`src/rtl/tff_pkg.sv`:
```
// Shared constants for the T-flip-flop counter: direction encodings and default width.
package tff_pkg;

    localparam logic DIR_UP   = 1'b1;
    localparam logic DIR_DOWN = 1'b0;

    localparam int DEFAULT_WIDTH = 4;

endpackage

```
`src/rtl/tff_cell.sv`:
```
// Single T flip-flop with synchronous active-high reset to 0 and complement output.
module tff_cell (
    input  logic clk,
    input  logic rst,
    input  logic t,
    output logic q,
    output logic q_
);

    always_ff @(posedge clk) begin
        if (rst) begin
            q <= 1'b0;
        end else if (t) begin
            q <= ~q;
        end
    end

    assign q_ = ~q;

endmodule

```
`src/rtl/tff_counter.sv`:
```
// Up/down counter with parallel load built from WIDTH T flip-flops; terminal count MAX.
// Define TFF_COUNTER_SAT_EN to saturate at 0/MAX instead of wrapping.
module tff_counter
    import tff_pkg::*;
#(
    parameter int               WIDTH = DEFAULT_WIDTH,
    parameter logic [WIDTH-1:0] MAX   = {WIDTH{1'b1}}
) (
    input  logic             clk,
    input  logic             rst,
    input  logic             en,
    input  logic             up,
    input  logic             load,
    input  logic [WIDTH-1:0] d,
    output logic [WIDTH-1:0] q,
    output logic [WIDTH-1:0] q_,
    output logic             tc
);

    logic [WIDTH-1:0] d_clamped;
    logic [WIDTH-1:0] next_q;
    logic [WIDTH-1:0] toggle;
    logic             at_top;
    logic             at_bottom;

    assign d_clamped = (d > MAX) ? MAX : d;
    // >= rather than == keeps the counter inside 0..MAX even from an unexpected state.
    assign at_top    = (q >= MAX);
    assign at_bottom = (q == '0);

    always_comb begin
        next_q = q;
        if (load) begin
            next_q = d_clamped;
        end else if (en) begin
            if (up == DIR_UP) begin
`ifdef TFF_COUNTER_SAT_EN
                next_q = at_top ? MAX : q + WIDTH'(1);
`else
                next_q = at_top ? '0 : q + WIDTH'(1);
`endif
            end else begin
`ifdef TFF_COUNTER_SAT_EN
                next_q = at_bottom ? '0 : q - WIDTH'(1);
`else
                next_q = at_bottom ? MAX : q - WIDTH'(1);
`endif
            end
        end
    end

    // Only bits that differ between current and next value flip; reset is handled in each cell.
    assign toggle = q ^ next_q;

    genvar i;
    generate
        for (i = 0; i < WIDTH; i++) begin : g_cell
            tff_cell u_cell (
                .clk (clk),
                .rst (rst),
                .t   (toggle[i]),
                .q   (q[i]),
                .q_  (q_[i])
            );
        end
    endgenerate

    assign tc = en & ((up == DIR_UP) ? (q == MAX) : at_bottom);

endmodule
```
`config.mk`:
```
export PLATFORM = sky130hd
export DESIGN_NAME = tff_counter
export DESIGN_NICKNAME = d
export VERILOG_FILES = /design/src/rtl/tff_pkg.sv /design/src/rtl/tff_cell.sv /design/src/rtl/tff_counter.sv
export SDC_FILE = /design/constraint.sdc
export NUM_CORES = 1
export LEC_CHECK = 0
export ABC_AREA = 1
export CORE_AREA = 10 10 47 49
export CTS_CLUSTER_DIAMETER = 60
export DETAILED_ROUTE_END_ITERATION = 6
export DIE_AREA = 0 0 57 59
export GPL_ROUTABILITY_DRIVEN = 0
export PLACE_DENSITY = 0.68
export SLEW_MARGIN = 20
export SYNTH_ARGS = -nofsm -noshare
export SYNTH_HDL_FRONTEND = slang
export SYNTH_SLANG_ARGS = --single-unit
```
`constraint.sdc`:
```
create_clock -name clk -period 1.7 [get_ports clk]
set_input_delay 0.255 -clock clk [delete_from_list [all_inputs] [get_ports clk]]
set_output_delay 0.255 -clock clk [all_outputs]
set_load 0.005 [all_outputs]
```
==> results of run 1 <==
==> worst max path at each step <==
stage / start / endpoint / slack, ns
2_1_floorplan: g_cell[1].u_cell.q / g_cell[1].u_cell.q / 0.42
3_3_place_gp: up / tc / -0.1
3_5_place_dp: up / tc / -0.13
4_1_cts: g_cell[1].u_cell.q / tc / 0.02
5_1_grt: g_cell[0].u_cell.q / tc / 0.003
6_report: g_cell[1].u_cell.q / tc / 0.15
==> cell usage after synthesis <==
library cell	n	share of area (%)
a21oi_2	2	4.2
nand4_1	2	3.0
a21oi_1	3	3.6
buf_4	8	14
nand2_1	12	11
nand3_2	1	2.4
nor2_4	1	2.7
o21ai_0	4	4.8
dfxtp_1	4	19
xor2_1	1	2.1
nor2_1	7	6.3
nand3_1	5	6.0
inv_1	8	7.2
ha_1	2	6.0
inv_2	1	0.90
buf_6	1	2.7
o21ai_1	2	2.4
nor2_2	1	1.5
==> worst max-delay path, delay by kind of cell (launching register included) <==
| family | cells | cell delay, ns |
|---|---|---|
| AOI/OAI and AO/OA | 1 | 0.12 |
| buffers and inverters | 2 | 0.21 |
| adders and majority gates | 1 | 0.16 |
| DFF | 1 | 0.33 |
| and+or+nand+nor | 3 | 0.24 |
==> logic make-up (layout without fill, tap and decap cells) <==
family / count (synthesis) / count (layout) / synth area share (%)
adder cells (fa/ha/maj): 2 / 2 / 5.99
flip-flops: 4 / 4 / 19.2
AO/OA/AOI/OAI: 11 / 11 / 15.0
AND/OR/NAND/NOR: 29 / 29 / 32.6
XOR/XNOR: 1 / 1 / 2.10
buffers and inverters: 18 / 41 / 25.1
==> per-stage QoR <==
| step | total power (uW) | instances | util, % | hold slack (ns) |
|---|---|---|---|---|
| 4_1_cts | 391 | 104 | 46.3 | 0.606 |
| 3_5_place_dp | 277 | 101 | 44.7 | 0.641 |
| 2_1_floorplan | 204 | 65 | - | 0.327 |
| 5_1_grt | 412 | 104 | 46.0 | 0.616 |
| 3_3_place_gp | 275 | 101 | 44.7 | 0.649 |
| 6_report | 385 | 104 | 46.0 | 0.604 |
==> power by group <==
group	total (uW)	switching, uW	internal (uW)
combinational	161	68.1	92.6
clock	114	34.8	78.7
sequential	111	8.49	102
total	385	111	274
==> timing repair <==
action,CTS,global route
gates resized for setup,1,2
endpoints found under the setup margin,1,1
hold buffers,0,0
pin swaps,0,0
gates cloned,0,0
==> area by class of cell <==
cell class,instances,share of cell area (%)
Clock buffer,3,3.50
Inverter,9,5.24
Multi-Input combinational cell,43,36.1
Sequential cell,4,12.4
Tap cell,16,3.11
Timing Repair Buffer,29,39.6
==> metal layers <==
metal	wire, um	part of all wire [%]
met5	0	0
met4	17	1.6
met3	99	9.6
met2	465	45
met1	453	44
==> results_dict.tcl, run 1 <==
set metrics [dict create \
    grt_pass1_wl_mm 1.85 \
    top_usage_layer "met2" \
    routed_wl_mm 1.03 \
    multi_input_area_um2 233 \
    numPortBuffers 17 \
    synthToLayoutAreaGrowth_pct 54.2 \
    final_area_um2 644 \
    hold_end "g_cell[1].u_cell.q" \
    startpoint_type "flip-flop" \
    htree_levels 1 \
    grt_setup_unrepaired "false" \
    clock_skew_ns 0.000868 \
    fin_setup_tns_ns 0 \
    antenna_found_initial 0 \
    tritoncts "done" \
    cp_max_fo 4 \
    crit_type "reg2out" \
    yosysWarnings 0 \
    die-area_um2 3360 \
    synth_cells 65 \
    fp.dieW_um 57 \
    r2r-start "g_cell[1].u_cell.q" \
    grt_use_total_pct 6.57 \
    ys_types 18 \
    fin_crit_ns 1.55 \
    diodes 0 \
    r2r_end "g_cell[1].u_cell.q" \
    finalCritPeriodShare_pct 91.0 \
    cts_sinks 4 \
    placed_area_um2 627 \
    synth_area_um2 418 \
    ioPinCount 18 \
    fillers 157 \
    timing.reg2reg.setup_slack_ns 0.41 \
    initial_core_util_pct 29.8 \
    ys_seq_area_share_pct 19.2 \
    clkLatencyLatePin_ns 0.23 \
    worstHoldPathType "in2reg" \
    cts.clk_slew.worst_paths_ns 0.04 \
    via_per_inst 4.33 \
    use_met1_pct 6.67 \
    top_register "g_cell.u_cell.q" \
    ir_drop_mv 0.374 \
    crit_path_top_delay_cell "dfxtp_1" \
    first_global_vias 459 \
    min-delay-start "rst" \
    root_buffer "clkbuf_4" \
    grt_max_degree 9 \
    critical_path.most_common_cell "nand2_1" \
    power.density_nw_per_um2 598 \
    avgSynthCellArea_um2 6.43 \
    cts_buffers 3 \
    top_regs "g_cell.u_cell.q: 4 flops" \
    layout_common_cells "16 x clkdlybuf4s50_1, 12 x nand2_1, 12 x buf_4" \
    nets 101 \
    arrival_ns 1.29 \
    finalSetupViolations 0 \
    maxCapViolations 0 \
    fin_ws_ns 0.154 \
    worstMarginPinSlew_ns 0.236 \
    worstHoldPathCells 2 \
    ys_ff_latch 4 \
    drive_above_1_share_pct 25.0 \
    fmax_mhz 647 \
    grt-ovfl-total 0 \
    maxSlewHeadroom_pct 84.1 \
    end_kind "output port" \
    route.vias.total 450 \
    syn_nets 76 \
    first_pass_iters 4 \
    ff_latch_area_um2 80.1 \
    fp.coreArea_um2 1400 \
    cts_setup_buffers 0 \
    finalHoldViolCount 0 \
    status "finished, final reports clean" \
    cp_data_required_time_ns 1.44 \
    die_y_um 59 \
    final_common_cell "clkdlybuf4s50_1" \
    final_max_slew_viol_count 0 \
    grt.met3_usage_pct 3.65 \
    drt-initial-drc-count 10 \
    ant_nets 0 \
    gr-usage-met2_pct 10.9 \
    leakage_uw 0.000316 \
    drc 0 \
    wl_per_cell_um 9.94 \
    rows 14 \
    dp_hpwl_um 953 \
    critical_path.max_stage_delay_ns 0.33 \
    clockBufferDepth 2 \
    largest_reg_flops 4 \
    reg2regPathDepth 6 \
    pre_cts_ws_ns -0.131 \
    cp_cell_sequence "inv_1, ha_1, nand2_1, nor2_2, nand2_1, a21oi_1, clkbuf_2" \
]
(Power assumes the default switching activity.)
==> inputs of run 2 (changes only) <==
==> constraint.sdc (replaced) <==
create_clock -name clk -period 1.7 [get_ports clk]
set_input_delay 0.34 -clock clk [delete_from_list [all_inputs] [get_ports clk]]
set_output_delay 0.34 -clock clk [all_outputs]
set_load 0.005 [all_outputs]
==> results_dict.tcl, run 2 (synthesis results as in run 1) <==
set metrics [dict create \
    critical_path.max_stage_delay_ns 0.51 \
    rows 14 \
    crit_family "buffers and inverters" \
    grt_use_total_pct 6.94 \
    ir_drop_mv 0.400 \
    ant_nets 0 \
    first_global_vias 465 \
    placed_area_um2 627 \
    finalHoldViolCount 0 \
    fmax_mhz 602 \
    worstHoldPathType "reg2reg" \
    fin_crit_ns 1.66 \
    fp.coreArea_um2 1400 \
    root_buffer "clkbuf_4" \
    clkLatencyLatePin_ns 0.24 \
    fp.dieW_um 57 \
    dp_hpwl_um 981 \
    layout_common_cells "16 x clkdlybuf4s50_1, 12 x buf_4, 11 x nand2_1" \
    arrival_ns 1.32 \
    nets 101 \
    top_register "g_cell.u_cell.q" \
    via_per_inst 4.50 \
    wl_per_cell_um 10.9 \
    end_kind "output port" \
    routed_wl_mm 1.14 \
    status "finished, final reports clean" \
    drive_above_1_share_pct 33.0 \
    grt_setup_unrepaired "false" \
    diodes 0 \
    endpoint "q[2]" \
    finalSetupViolations 0 \
    grt-ovfl-total 0 \
    timing.reg2reg.setup_slack_ns 0.44 \
    die-area_um2 3360 \
    startpoint_type "flip-flop" \
    antenna_found_initial 0 \
    cp_data_required_time_ns 1.36 \
    ctsHoldBuffers 0 \
    cts_setup_buffers 0 \
    crit_type "reg2out" \
    grt_pass1_wl_mm 1.91 \
    gr-usage-met2_pct 11.3 \
    startpoint "g_cell[2].u_cell.q" \
    use_met1_pct 7.19 \
    die_y_um 59 \
    cts_sinks 4 \
    cts.clk_slew.worst_paths_ns 0.04 \
    tritoncts "done" \
    grt_max_degree 9 \
    first_pass_iters 2 \
    r2r_end "g_cell[2].u_cell.q" \
    r2r-start "g_cell[0].u_cell.q" \
    initial_core_util_pct 29.8 \
    cp.buffers_inverters 2 \
    cp_cell_sequence "buf_4, clkdlybuf4s50_1" \
    final_max_slew_viol_count 0 \
    power.density_nw_per_um2 608 \
    clock_skew_ns 0.00251 \
    maxCapViolations 0 \
    synthToLayoutAreaGrowth_pct 59.3 \
    cp_max_fo 8 \
    finalCritPeriodShare_pct 97.7 \
    reg2regPathDepth 6 \
    cts_buffers 3 \
    maxSlewHeadroom_pct 82.4 \
    htree_levels 1 \
    grt.met3_usage_pct 3.86 \
    drt-initial-drc-count 11 \
    top_usage_layer "met2" \
    leakage_uw 0.000317 \
    largest_reg_flops 4 \
    crit_cells 2 \
    clockBufferDepth 2 \
    top_regs "g_cell.u_cell.q: 4 flops" \
    numPortBuffers 17 \
    ioPinCount 18 \
    drc 0 \
    worstMarginPinSlew_ns 0.261 \
    route.vias.total 468 \
    final_common_cell "clkdlybuf4s50_1" \
    crit_path_top_delay_cell "clkdlybuf4s50_1" \
    final_area_um2 666 \
    holdWs_ns 0.657 \
]
## run 2: cell types whose count changed in the layout (fill, tap and decap cells not counted)
cell      delta
dfxtp_2      +2
a21oi_2      +1
buf_2        +1
nand2_2      +1
a21oi_1      -1
clkbuf_2     -1
ha_4         +1
inv_1        -2
nand2_1      -1
inv_2        +2
ha_1         -1
dfxtp_1      -2
## run 2: final cells by class
type / count / area (um^2)
clock buffer: 3 / 22.5
fill: 158 / 736
inverter: 9 / 33.8
multi-input combinational: 43 / 251
sequential: 4 / 82.6
tap: 16 / 20.0
timing repair buffer: 29 / 255
## run 2: worst register-to-register path, cell delays in order (launching register included)
cell and delay (ns):
dfxtp_2 0.33, ha_1 0.21, buf_4 0.14, o21ai_1 0.19, nor2_1 0.07, o21ai_1 0.14
inv_1 0.06
## run 2: routing by layer
metal  routed length [um]  part of all wire [%]  vias up
li1                     -                     -      249
met1                  501                    44      197
met2                  496                    44       18
met3                  108                   9.5        4
met4                   29                   2.6        0
met5                    0                     0        -
## run 2: power by group
group	switching [uW]	internal [uW]	total, uW
Combinational	73.1	97.0	170
Sequential	9.78	103	113
Clock	42.3	79.2	121
## run 2: worst min path at each step
stage / slack [ns] / cells after the start / to / startpoint
2_1_floorplan: 0.41 / 1 / g_cell[1].u_cell.q / rst
3_3_place_gp: 0.65 / 2 / g_cell[3].u_cell.q / g_cell[3].u_cell.q
3_5_place_dp: 0.66 / 2 / g_cell[3].u_cell.q / g_cell[3].u_cell.q
4_1_cts: 0.66 / 2 / g_cell[3].u_cell.q / g_cell[3].u_cell.q
5_1_grt: 0.68 / 2 / g_cell[1].u_cell.q / rst
6_report: 0.66 / 2 / g_cell[3].u_cell.q / g_cell[3].u_cell.q
## run 2: stage by stage
step | power (uW) | cells | utilization, % | setup WS (ns) | setup TNS (ns)
2_1_floorplan | 204 | 65 | - | 0.384 | 0
3_3_place_gp | 275 | 101 | 44.7 | -0.267 | -0.267
3_5_place_dp | 278 | 101 | 44.7 | -0.286 | -0.286
4_1_cts | 399 | 104 | 46.3 | 0.00718 | 0
5_1_grt | 429 | 104 | 47.5 | 0.00700 | 0
6_report | 405 | 104 | 47.5 | 0.0399 | 0
## run 2: what timing repair did
| item | in CTS | in global routing |
|---|---|---|
| pin swaps | 3 | 2 |
| gates resized for setup | 9 | 3 |
| endpoints found under the setup margin | 1 | 1 |
==> edit (config.mk and constraints of run 2) <==
The package constant `DEFAULT_WIDTH` goes from 4 to 3.
--- a/src/rtl/tff_pkg.sv
+++ b/src/rtl/tff_pkg.sv
@@ -4,7 +4,7 @@
     localparam logic DIR_UP   = 1'b1;
     localparam logic DIR_DOWN = 1'b0;
 
-    localparam int DEFAULT_WIDTH = 4;
+    localparam int DEFAULT_WIDTH = 3;
 
 endpackage
 
Ports: changed (resized d, q and q_); port bits go from 18 to 15. No check against the original RTL was run, so the function may have changed too.
==> edit against run 2 <==
First-iteration DRC count fell by 91%; synthesized area fell by 21%; global-route usage down 1.4 points; non-clock buffer count is 4 lower; power down 14%; sequential cell count shrank 1; final area shrank 16%; clock skew rose by 5.8 ps; setup slack improved by 33 ps; routed wire length shrank 24%; count of clock-buffer cells in the layout grew 1.
==> edit: results (changes against run 2) <==
TritonRoute pass-1 iters = 3 (was 2)
Global-route wire length before repair = 1480 um (was 1910 um)
Vias in the first global route = 396 (was 465)
Final #Nets = 85 (was 101)
Seq/Total Area, Yosys = 18.2% (was 19.2%)
Critical Path AT = 1290 ps (was 1320 ps)
Initial DRC Count = 1 (was 11)
Initial antenna violation count = 0 (unchanged)
VDD IR-drop max = 282 uV (was 400 uV)
Final HPWL DP = 725 um (was 981 um)
Least-Margin Pin Slew = 231 ps (was 261 ps)
CP max stage delay = 490 ps (was 510 ps)
Synth area leaders = dfxtp_1 18%, ha_1 15%, buf_4 14% (was dfxtp_1 19%, buf_4 14%, nand2_1 11%)
Fraction of layout cells with a size suffix above 1 = 31.9% (was 33.0%)
Status = complete, no violations (unchanged)
Registers with the most flip-flops = g_cell.u_cell.q (3) (was g_cell.u_cell.q (4))
Cell variety after synth = 16 (was 18)
Largest net degree at the start of global routing = 6 (was 9)
Leakage = 0.276 nW (was 0.317 nW)
Vias post-DR = 361 (was 468)
Hold wc startpoint = g_cell[2].u_cell.q (was g_cell[3].u_cell.q)
Top post-synthesis cells by count = 8 x inv_1, 8 x nand2_1, 6 x buf_4 (was 12 x nand2_1, 8 x buf_4, 8 x inv_1)
Filler cells = 162 (was 158)
IO Port Bufs = 14 (was 17)
Post-Place Cell Area = 528 sq um (was 627 sq um)
P_int = 0.245 mW (was 0.279 mW)
Total Wirelength = 858 um (was 1140 um)
Crit Path Max Fanout = 5 (was 8)
Placed insts = 84 (was 101)
Wirelength per Cell = 9.75 um (was 10.9 um)
CTS-repair resized insts = 6 (was 9)
Gr usage total = 5.58% (was 6.94%)
Syn_nets = 61 (was 76)
Syn Inst Count = 49 (was 65)
==> edit: path summary, 6_finish.rpt <==
check        cells after the start  slack [ps]            endpoint
max                              2          70                q[2]
min                              2         660  g_cell[2].u_cell.q
max reg2reg                      8         400  g_cell[2].u_cell.q
min reg2reg                      2         660  g_cell[2].u_cell.q
==> edit: layer usage <==
layer | up-vias | global-route usage [%] | share of wire (%)
met4 | 0 | 4.36 | 0
met5 | - | 0 | 0
met2 | 14 | 8.84 | 47
met1 | 153 | 4.76 | 42
met3 | 0 | 4.08 | 10
li1 | 194 | - | -
==> edit: through the flow <==
stage / hold slack [ps] / setup TNS (ps) / worst slack [ps] / power (mW)
global route: 723 / 0 / 5.91 / 0.378
global placement: 647 / -257 / -257 / 0.218
floorplan: 475 / 0 / 382 / 0.154
finish: 660 / 0 / 73.4 / 0.347
detailed placement: 656 / -299 / -299 / 0.221
CTS: 664 / 0 / 53.0 / 0.354
==> edit: cells by family after synthesis <==
kind of cell	synth area share (%)
AOI/OAI and AO/OA	19.7
xor gates and xnor gates	2.65
adders and majority gates	15.2
buffers and inverters	23.9
DFF	18.2
and+or+nand+nor	20.5
==> edit: layout make-up <==
| class | instances | area [sq um] | share of cell area, % |
|---|---|---|---|
| well taps | 16 | 20.0 | 3.60 |
| clock buffers | 4 | 26.3 | 4.72 |
| flip-flops and latches | 3 | 62.6 | 11.2 |
| multi-input cells | 31 | 196 | 35.3 |
| repair buffers | 25 | 218 | 39.1 |
| inverters | 9 | 33.8 | 6.07 |
==> edit: power by group through the flow <==
stage          Combinational [mW]  Clock [mW]  Sequential [mW]
2_1_floorplan              0.0691           0           0.0851
3_3_place_gp                0.133           0           0.0847
3_5_place_dp                0.136           0           0.0851
4_1_cts                     0.135       0.133           0.0849
5_1_grt                     0.149       0.143           0.0859
6_report                    0.134       0.128           0.0848
==> edit: worst reg2reg max path, stage by stage (launching register included) <==
cell	delay, ps
dfxtp_2	330
ha_1	200
ha_1	190
buf_4	130
nor2_1	90
nand2_1	50
nand2_1	70
nand3_2	80
a21oi_2	100
